--- src/rtl/ql_membank_config_writer.sv ---
// ql_membank_config_writer: streams bitstream words into BL rows and
// pulses one WL per row to program the QL memory-bank fabric.
module ql_membank_config_writer #(
    parameter int BL_WIDTH  = 514,
    parameter int WL_WIDTH  = 407,
    parameter int DIN_WIDTH = 32,
    parameter int WL_PULSE  = 2
) (
    input  logic                 clk,
    input  logic                 global_resetn,
    input  logic                 start,
    input  logic                 din_valid,
    input  logic [DIN_WIDTH-1:0] din_data,
    output logic                 din_ready,
    output logic [BL_WIDTH-1:0]  bl_out,
    output logic [WL_WIDTH-1:0]  wl_out,
    output logic                 busy,
    output logic                 done
);

    localparam int WPR = (BL_WIDTH + DIN_WIDTH - 1) / DIN_WIDTH;
    localparam int WW  = (WPR > 1) ? $clog2(WPR) : 1;
    localparam int RW  = (WL_WIDTH > 1) ? $clog2(WL_WIDTH) : 1;
    localparam int PW  = (WL_PULSE > 1) ? $clog2(WL_PULSE) : 1;

    localparam logic [WW-1:0] WORD_LAST  = WW'(WPR - 1);
    localparam logic [RW-1:0] ROW_LAST   = RW'(WL_WIDTH - 1);
    localparam logic [PW-1:0] PULSE_LAST = PW'(WL_PULSE - 1);

    typedef enum logic [2:0] {
        IDLE,
        LOAD,
        PULSE,
        GAP,
        DONE
    } state_t;

    state_t        state_q, state_d;
    logic [WW-1:0] word_q, word_d;
    logic [RW-1:0] row_q, row_d;
    logic [PW-1:0] pcnt_q, pcnt_d;
    logic          done_d;
    logic          accept;

    // din_ready is high exactly while in LOAD, so it qualifies acceptance
    assign accept = din_ready & din_valid;

    // state, counters and registered output decode
    always_ff @(posedge clk or negedge global_resetn) begin
        if (!global_resetn) begin
            state_q   <= IDLE;
            word_q    <= '0;
            row_q     <= '0;
            pcnt_q    <= '0;
            din_ready <= 1'b0;
            busy      <= 1'b0;
            done      <= 1'b0;
            wl_out    <= '0;
        end else begin
            state_q   <= state_d;
            word_q    <= word_d;
            row_q     <= row_d;
            pcnt_q    <= pcnt_d;
            din_ready <= (state_d == LOAD);
            busy      <= (state_d == LOAD) ||
                         (state_d == PULSE) ||
                         (state_d == GAP);
            done      <= done_d;
            wl_out    <= (state_d == PULSE) ?
                         (WL_WIDTH'(1) << row_d) : '0;
        end
    end

    // each accepted word overwrites its LSB-first slice of the row
    always_ff @(posedge clk or negedge global_resetn) begin
        if (!global_resetn) begin
            bl_out <= '0;
        end else if (accept) begin
            for (int i = 0; i < BL_WIDTH; i++) begin
                if (WW'(i / DIN_WIDTH) == word_q)
                    bl_out[i] <= din_data[i % DIN_WIDTH];
            end
        end
    end

    // next-state and counter updates
    always_comb begin
        state_d = state_q;
        word_d  = word_q;
        row_d   = row_q;
        pcnt_d  = pcnt_q;
        done_d  = done;
        unique case (state_q)
            IDLE: begin
                if (start) begin
                    state_d = LOAD;
                    word_d  = '0;
                    row_d   = '0;
                    done_d  = 1'b0;
                end
            end
            LOAD: begin
                if (accept) begin
                    if (word_q == WORD_LAST) begin
                        state_d = PULSE;
                        pcnt_d  = '0;
                    end else begin
                        word_d = word_q + WW'(1);
                    end
                end
            end
            PULSE: begin
                if (pcnt_q == PULSE_LAST)
                    state_d = GAP;
                else
                    pcnt_d = pcnt_q + PW'(1);
            end
            GAP: begin
                if (row_q == ROW_LAST) begin
                    state_d = DONE;
                    done_d  = 1'b1;
                end else begin
                    state_d = LOAD;
                    row_d   = row_q + RW'(1);
                    word_d  = '0;
                end
            end
            DONE: begin
                if (start) begin
                    state_d = LOAD;
                    word_d  = '0;
                    row_d   = '0;
                    done_d  = 1'b0;
                end else begin
                    state_d = IDLE;
                end
            end
            default: state_d = IDLE;
        endcase
    end

endmodule
--- config.mk ---
export PLATFORM = sky130hd
export DESIGN_NAME = ql_membank_config_writer
export DESIGN_NICKNAME = d
export VERILOG_FILES = /design/src/rtl/ql_membank_config_writer.sv
export SDC_FILE = /design/constraint.sdc
export NUM_CORES = 1
export LEC_CHECK = 0
export ABC_AREA = 0
export CORE_AREA = 5 5 370 372
export CTS_CLUSTER_SIZE = 24
export DETAILED_ROUTE_END_ITERATION = 8
export DIE_AREA = 0 0 375 377
export PLACE_DENSITY = 0.51
export SYNTH_ARGS = -nofsm -noshare
export SYNTH_HDL_FRONTEND = slang
export SYNTH_SLANG_ARGS = --single-unit
--- constraint.sdc ---
create_clock -name clk -period 2.6 [get_ports clk]
set_clock_uncertainty 0.15 [all_clocks]
set_input_delay 0.26 -clock clk [delete_from_list [all_inputs] [get_ports clk]]
set_output_delay 0.26 -clock clk [all_outputs]
set_load 0.005 [all_outputs]
==> flow_summary.toml, run 1 <==
[outcome]
outcome = "finished, final reports clean"

[sta]
hold_violations = 0
post-route-period-util = 0.966
report.final.slew_viol_count = 0
setup_violations = 0
clock.fmax_ghz = 0.398
slew-limit-headroom = 0.434
tightest_slew_ns = 0.846
period_needed_ns = 2.51

[critical_path]
cp_cell_sequence = "buf_4, ha_4, and4b_2, and3_4, mux2_4, inv_4, nand4_1, buf_6, bufbuf_16, nor3_2"
crit_cells = 10
cp-start-kind = "register"
reg2reg_slack_ns = 0.09
cp_slowest_stage_delay_ns = 0.38
rr_startpoint = "row_q[1]"
reg2reg_depth = 10
worstSetupStartpoint = "row_q[1]"
crit_end = "wl_out[178]"
crit_fanout = 11
required_ns = 3.04
cp_top_family = "simple AND/OR/NAND/NOR gates"
endpoint_kind = "register"
worstPathArrival_ns = 2.95
path_buf_inv = 4
r2r-end = "wl_out[178]"
path_class = "reg -> reg"
crit_slowest_cell = "dfrtp_1"

[finish]
design_area_sq_mm = 0.0518
fin_nets = 3476
final_common_cell = "clkdlybuf4s50_1"
multi_input_area_sq_mm = 0.00974
drive_gt1_frac = 0.303
layout_common_cells = "clkdlybuf4s50_1 (958), dfrtp_1 (942), mux2_2 (515)"
area_delta_synth_final_pct = 54.8
ff_latch_area_sq_mm = 0.0236
n_fill_cell = 12601

[clock_network]
htreeDepth = 3
clock_latency_ns = 0.71
clk_path_buf_depth = 3
clkTransAtPathRegs_ns = 0.06
cts_num_sinks = 942
cts_root_buffer = "clkbuf_16"
cts_made_buffers = 103
cts_tree = "built"

[synthesis]
seq_area_frac_synth = 0.704
synth_edf_count = 0
syn_area_per_cell_sq_um = 14.7
ys_types = 59
async_flop_share = 1.00
syn-cell-area_sq_mm = 0.0335
ys.flop_type = "dfrtp_1"
postSynthCellCount = 2280
syn_nets = 2323
ys_ff_latch = 942
ys_warn_count = 0

[floorplan]
dieArea_sq_mm = 0.141
io_pins = 960
core-area_sq_mm = 0.133
num_rows = 134
initial_utilization = 0.252
die_h_um = 377
die_w_um = 375

[power_and_ir_drop]
p_leak_nw = 22.3
vdd_ir_drop_max_mv = 0.711
p_per_area_mw_per_mm2 = 1010
p_total_mw = 52.1

[drt]
wl_um = 142000
vias_per_cell = 4.45
drt_first_pass_iters = 5
drtIter0Drc = 1279
wire_per_inst_um = 26.8
drcViolationCount = 0
final_antenna_net_count = 0
num_vias = 23504

[grt]
grt_max_degree = 104
grt_pass1_wl_um = 197000
grt_pass1_vias = 24614
grt_antenna_before_repair = 6
grt_overflow = 0
grt.total_usage = 0.193

[placement]
io_buffer_count = 959
placed_area_sq_mm = 0.0476
dp_hpwl_um = 102000
globalplace.congestion = 0.808

[job]
maxCapViolCount = 0

[min_path]
hp-class = "in -> async"
-- worst min path at each step --
stage	from	to	slack [ns]	cells after the start
floorplan	global_resetn	bl_out[0]	-0.19	0
global placement	global_resetn	wl_out[43]	0.13	1
detailed placement	global_resetn	wl_out[43]	0.14	1
CTS	din_data[4]	bl_out[420]	0.24	3
global route	din_data[4]	bl_out[420]	0.27	3
finish	global_resetn	wl_out[43]	0.28	3
-- final cells by class --
| type | count | share of cell area |
|---|---|---|
| antenna | 4 | 0.000193 |
| clock buffer | 154 | 0.0585 |
| clock inverter | 29 | 0.00802 |
| timing repair buffer | 1228 | 0.246 |
| sequential | 942 | 0.455 |
| inverter | 19 | 0.00155 |
| tap | 1768 | 0.0427 |
| multi-input combinational | 1139 | 0.188 |
-- layer usage --
metal,routed length (um),vias to the layer above,part of all wire,GRT usage
li1,-,10179,-,-
met1,53300,12313,0.38,0.221
met2,71400,803,0.50,0.333
met3,11400,207,0.080,0.0698
met4,5610,2,0.040,0.0705
met5,19,-,0.00013,0
-- state kept, by name (all words and copies together) (netlist names) --
name / cells
busy: 1
din_ready: 1
row_q: 9
pcnt_q: 1
bl_out: 514
wl_out: 407
word_q: 5
state_q: 3
done: 1
-- report_power, final --
part	internal, mW	switching, mW	total, mW
Sequential	18.4	1.95	20.4
Combinational	10.1	6.87	16.9
Clock	8.50	6.32	14.8
Total	37.0	15.1	52.1
-- per-stage QoR --
stage	TNS (ns)	hold slack, ns	utilization	cells	setup WS, ns
floorplan	0	-0.186	-	2280	0.0979
global placement	-60.48	0.132	0.358	5071	-0.320
detailed placement	-65.31	0.135	0.358	5071	-0.324
CTS	-0.00236	0.238	0.385	5261	-0.00236
global route	-0.133	0.272	0.390	5280	-0.0205
finish	0	0.281	0.390	5283	0.0872
-- cell families (layout without fill, tap and decap cells) --
| logic type | after synthesis | after routing | share of synthesized area |
|---|---|---|---|
| AO/OA/AOI/OAI | 37 | 37 | 0.00841 |
| AND/OR/NAND/NOR | 574 | 574 | 0.0846 |
| XOR/XNOR | 2 | 2 | 0.000524 |
| adder cells (fa/ha/maj) | 7 | 7 | 0.00262 |
| multiplexers | 519 | 519 | 0.175 |
| buffers and inverters | 199 | 1430 | 0.0248 |
| flip-flops | 942 | 942 | 0.704 |
| other | 0 | 4 | 0 |
-- cells in the mapped netlist, types with 3 or more instances --
cell type	count	area share
buf_2	46	0.0069
nor4_1	53	0.0099
nor2_1	199	0.022
nand3_2	5	0.0015
o31ai_1	4	0.00090
or2_2	3	0.00056
dfrtp_1	942	0.70
buf_4	4	0.00090
ha_1	7	0.0026
nand2_1	38	0.0043
o21ai_0	5	0.00075
and3_1	4	0.00075
nand3_1	39	0.0058
buf_1	18	0.0020
o2111ai_1	8	0.0021
clkbuf_1	110	0.012
nand2b_1	9	0.0017
nand4_1	19	0.0036
nor3_1	186	0.028
mux2_2	517	0.17
inv_1	15	0.0017
-- repair_timing --
| item | in CTS | in global routing |
|---|---|---|
| hold buffers | 2 | 0 |
| gates cloned | 1 | 3 |
| setup buffers | 4 | 15 |
| pin swaps | 5 | 13 |
| hold endpoints to repair | 906 | 0 |
| setup endpoints to repair | 130 | 222 |
| resized for setup | 20 | 79 |
-- tightest hold or removal path: stages --
cell           delay (ns)
dlygate4sd3_1        0.57
buf_8                0.40
buf_12               0.26
No activity file was read; power rests on OpenSTA's default activity.
==> run 2, diff against run 1 <==
--- a/config.mk
+++ b/config.mk
@@ -10,7 +10,8 @@
 export CTS_CLUSTER_SIZE = 24
 export DETAILED_ROUTE_END_ITERATION = 8
 export DIE_AREA = 0 0 375 377
-export PLACE_DENSITY = 0.51
+export PLACE_DENSITY = 0.55
+export SLEW_MARGIN = 25
 export SYNTH_ARGS = -nofsm -noshare
 export SYNTH_HDL_FRONTEND = slang
 export SYNTH_SLANG_ARGS = --single-unit
==> flow_summary.toml, run 2 (same netlist as run 1, synthesis figures left out) <==
[critical_path]
required_ns = 3.02
path_class = "reg -> reg"
endpoint_kind = "register"
cp_top_family = "buffers and inverters"
cp-start-kind = "register"
path_buf_inv = 4
crit_fanout = 6
crit_slowest_cell = "dfrtp_1"
cp_slowest_stage_delay_ns = 0.39
cp_common_cell = "buf_4"
worstPathArrival_ns = 3.01
cp_cell_sequence = "inv_1, ha_1, nand4bb_1, o21ai_2, mux2_4, buf_4, buf_4, o2111ai_4, clkbuf_16, nor2_2"

[grt]
grt_pass1_wl_um = 192000
grt_pass1_vias = 24911
grt.total_usage = 0.186
grt_overflow = 0
grt_max_degree = 93
grt_antenna_before_repair = 8

[finish]
largest_reg_flops = 514
fin_nets = 3528
final_common_cell = "clkdlybuf4s50_1"
layout_common_cells = "clkdlybuf4s50_1 (958), dfrtp_1 (941), mux2_2 (514)"
area_delta_synth_final_pct = 57.5
largestRegisters = "bl_out x514, wl_out x407, row_q x9"
drive_gt1_frac = 0.327
regMostFlops = "bl_out"

[clock_network]
clock_latency_ns = 0.71
clkTransAtPathRegs_ns = 0.06
cts_tree = "built"
htreeDepth = 3
clk_path_buf_depth = 3
cts_root_buffer = "clkbuf_16"
cts_num_sinks = 942
cts_made_buffers = 103

[power_and_ir_drop]
p_comb_frac = 0.327
p_per_area_mw_per_mm2 = 993
vdd_ir_drop_max_mv = 0.732
p_int_mw = 37.2
swShare = 0.290
p_leak_nw = 22.7
p_switching_mw = 15.2
clkPwrFrac = 0.284
p_seq_frac = 0.389
p_total_mw = 52.3

[drt]
drcViolationCount = 0
wire_per_inst_um = 25.8
vias_per_cell = 4.47
final_antenna_net_count = 0
drt_first_pass_iters = 4
drtIter0Drc = 1235
num_vias = 23845
wl_um = 138000

[placement]
dp_hpwl_um = 98100
io_buffer_count = 959
place_ws_ns = -0.393
globalplace.congestion = 0.817

[min_path]
hp-class = "in -> reg"

[sta]
post-route-period-util = 0.999
rsz0062_at_grt = "yes"
setup_violations = 0
hold_violations = 0
setup_ws_ns = 0.00304
whs_ns = 0.294
report.final.slew_viol_count = 0
clock.fmax_ghz = 0.385
tightest_slew_ns = 0.800
period_needed_ns = 2.60
slew-limit-headroom = 0.465

[outcome]
outcome = "finished, final reports clean"

[floorplan]
die_w_um = 375
io_pins = 960
num_rows = 134
die_h_um = 377
initial_utilization = 0.252
core-area_sq_mm = 0.133
dieArea_sq_mm = 0.141

[job]
maxCapViolCount = 0
## run 2: cell types whose count changed in the layout (fill, tap and decap cells not counted), moves of 6 or more
cell | previous run | this run
nor3_1 | 161 | 148
nor4_2 | 15 | 21
nor2_4 | 11 | 24
nor2_2 | 2 | 14
buf_12 | 82 | 92
nor3_2 | 24 | 35
clkinv_2 | 11 | 18
buf_6 | 8 | 19
buf_4 | 174 | 198
nor4_1 | 36 | 30
nor2_1 | 186 | 161
## run 2: tightest hold or removal path, cell delays in order
cell and delay, ns:
clkdlybuf4s50_1 0.48, buf_4 0.19, nand4_1 0.06, a21oi_1 0.09
## run 2: power by group through the flow
stage / registers (mW) / clock network, mW / logic (mW)
2_1_floorplan: 20.7 / 0 / 4.83
6_report: 20.4 / 14.9 / 17.1
4_1_cts: 20.3 / 15.3 / 17.2
3_5_place_dp: 20.5 / 0 / 17.0
3_3_place_gp: 20.4 / 0 / 17.0
5_1_grt: 20.8 / 15.9 / 18.2
## run 2: path summary, 6_finish.rpt
kind	cells past startpoint	startpoint	slack [ns]	endpoint
min	4	din_valid	0.29	state_q[1]
min reg2reg	2	done	0.33	done
max in group asynchronous	4	global_resetn	0.99	bl_out[154]
min in group asynchronous	3	global_resetn	0.51	bl_out[422]
max	10	row_q[0]	0.003	wl_out[377]
max reg2reg	10	row_q[0]	0.003	wl_out[377]
## run 2: per-stage QoR
step | std cells | setup TNS [ns] | cell area, sq um | utilization
final | 5338 | 0 | 52700 | 0.397
after global placement | 5105 | -74.19 | 48000 | 0.361
after CTS | 5306 | -0.00193 | 51700 | 0.389
after detailed placement | 5105 | -84.83 | 48000 | 0.361
after global routing | 5337 | -1.52 | 52700 | 0.397
after floorplan | 2280 | 0 | 33500 | -
## run 2: timing repair
action                                  in CTS  in global routing
hold endpoints to repair                   619                  0
gates cloned                                 1                  6
buffers inserted                             9                 24
resized for setup                           29                153
endpoints found under the setup margin     299                274
pin swaps                                    6                 29
hold buffers                                 3                  0
## run 2: layout make-up
cell class / instances / area [sq um]
Antenna cell: 2 / 5.00
Clock buffer: 148 / 2960
Clock inverter: 40 / 512
Fill cell: 12443 / 80200
Inverter: 19 / 91.3
Multi-Input combinational cell: 1139 / 10000
Sequential cell: 942 / 23600
Tap cell: 1768 / 2210
Timing Repair Buffer: 1280 / 13400
## run 2: per-layer routing
metal / global-route usage / wire (um) / part of all wire / vias to the layer above
met1: 0.216 / 52100 / 0.38 / 12520
met2: 0.326 / 70100 / 0.51 / 806
met5: 0 / 0 / 0 / -
li1: - / - / - / 10317
met3: 0.0627 / 10900 / 0.079 / 202
met4: 0.0558 / 4620 / 0.034 / 0
==> run 3, diff against run 2 <==
--- a/config.mk
+++ b/config.mk
@@ -6,11 +6,12 @@
 export NUM_CORES = 1
 export LEC_CHECK = 0
 export ABC_AREA = 0
-export CORE_AREA = 5 5 370 372
+export CORE_AREA = 5 5 373 375
 export CTS_CLUSTER_SIZE = 24
 export DETAILED_ROUTE_END_ITERATION = 8
-export DIE_AREA = 0 0 375 377
-export PLACE_DENSITY = 0.55
+export DIE_AREA = 0 0 378 380
+export DONT_BUFFER_PORTS = 1
+export PLACE_DENSITY = 0.45
 export SLEW_MARGIN = 25
 export SYNTH_ARGS = -nofsm -noshare
 export SYNTH_HDL_FRONTEND = slang
==> flow_summary.toml, run 3 (same netlist as run 1, synthesis figures left out) <==
[grt]
grt_pass1_wl_um = 176000
grt_max_degree = 943
grt_antenna_before_repair = 7
grt_overflow = 0
grt_pass1_vias = 20949
grt.total_usage = 0.170

[clock_network]
clock_latency_ns = 0.74
cts_num_sinks = 942
htreeDepth = 3
clkTransAtPathRegs_ns = 0.06
cts_made_buffers = 101
clk_path_buf_depth = 3
cts_tree = "built"
cts_root_buffer = "clkbuf_16"

[floorplan]
core-area_sq_mm = 0.135
dieArea_sq_mm = 0.144
num_rows = 135
initial_utilization = 0.248
die_w_um = 378
die_h_um = 380
io_pins = 960

[critical_path]
cp_slowest_stage_delay_ns = 0.37
worstPathArrival_ns = 3.01
crit_fanout = 22
endpoint_kind = "register"
rr_startpoint = "row_q[0]"
reg2reg_depth = 9
reg2reg_slack_ns = 0.03
cp-start-kind = "register"
r2r-end = "wl_out[183]"
required_ns = 3.04
cp_cell_sequence = "ha_2, and4b_2, and3_1, mux2_2, clkinv_1, buf_4, nand4_1, buf_6, nor4_1"
path_class = "reg -> reg"
crit_slowest_cell = "dfrtp_1"

[sta]
hold_violations = 156
period_needed_ns = 2.57
rsz0062_at_grt = "yes"
setup_violations = 0
slew-limit-headroom = 0.279
tightest_slew_ns = 1.08
setup_ws_ns = 0.0305
post-route-period-util = 0.988
final.setup.tns_ns = 0
report.final.slew_viol_count = 0
whs_ns = -0.593
clock.fmax_ghz = 0.389

[finish]
multi_input_area_sq_mm = 0.00946
layout_common_cells = "dfrtp_1 (939), mux2_2 (517), nor2_1 (186)"
regMostFlops = "bl_out"
largestRegisters = "bl_out x514, wl_out x407, row_q x9"
area_delta_synth_final_pct = 23.4
design_area_sq_mm = 0.0413
utilization = 0.306
fin_nets = 2456
largest_reg_flops = 514
drive_gt1_frac = 0.371
ff_latch_area_sq_mm = 0.0236
n_fill_cell = 13250
final_common_cell = "dfrtp_1"

[placement]
dp_hpwl_um = 89100
placed_area_sq_mm = 0.0371
globalplace.congestion = 0.829
io_buffer_count = 0
place_ws_ns = -0.395

[power_and_ir_drop]
vdd_ir_drop_max_mv = 0.627
p_leak_nw = 18.4
p_total_mw = 44.2
p_per_area_mw_per_mm2 = 1070

[drt]
final_antenna_net_count = 0
num_vias = 19949
wire_per_inst_um = 29.7
drt_first_pass_iters = 5
wl_um = 127000
vias_per_cell = 4.67
drtIter0Drc = 1650
drcViolationCount = 0

[outcome]
outcome = "finished, violations left"
violations = "negative hold slack"

[job]
maxCapViolCount = 0

[min_path]
hp-class = "in -> async"
run 3: cell count changes in the layout (fill, tap and decap cells not counted), sizes merged, moves of 9 or more:
cell           before  now
buf               316  174
dlygate4sd3         2   35
clkdlybuf4s50     958    0
clkbuf            151  142
run 3: layout make-up:
class	count	area share
antenna	1	0.0000606
clock inverter	40	0.0127
tap	1781	0.0540
clock buffer	141	0.0682
timing repair buffer	210	0.0632
inverter	19	0.00173
sequential	942	0.571
multi-input combinational	1139	0.229
run 3: how the worst max path moves through the flow:
stage                     from           to  cells past startpoint
finish                row_q[0]  wl_out[183]                      9
global route          row_q[1]  wl_out[183]                      9
CTS                 state_q[0]  wl_out[330]                     10
detailed placement   word_q[0]  wl_out[382]                     10
global placement     word_q[0]  wl_out[382]                     10
floorplan           state_q[2]   wl_out[12]                      7
run 3: repair_timing:
action	in CTS	in global routing
gates resized for setup	10	32
endpoints found under the setup margin	69	335
hold buffers	37	1
pin swaps	1	7
hold endpoints to repair	1465	157
buffers inserted	2	7
cloned	0	1
run 3: per-stage QoR:
step,hold WS [ns],std cells
floorplan,-0.186,2280
global placement,-0.138,4037
detailed placement,-0.134,4037
CTS,-0.935,4257
global route,-0.562,4273
finish,-0.593,4273
run 3: report_power, final:
group	internal (mW)	total [mW]	switching, mW
Clock	8.16	14.3	6.16
Combinational	3.92	7.14	3.22
Sequential	18.4	22.8	4.37
Total	30.5	44.2	13.8
run 3: layer usage:
metal	up-vias	GRT usage	share of wire
met2	883	0.302	0.51
met3	182	0.0645	0.095
met5	-	0	0
met4	0	0.0575	0.034
met1	10745	0.187	0.36
li1	8139	-	-
run 3: worst max-delay path, delay by kind of cell (launching register included):
family	cells	cell delay [ns]
adder cells (fa/ha/maj)	1	0.23
buffers and inverters	3	0.45
flip-flops	1	0.37
multiplexers	1	0.37
AND/OR/NAND/NOR	4	0.89
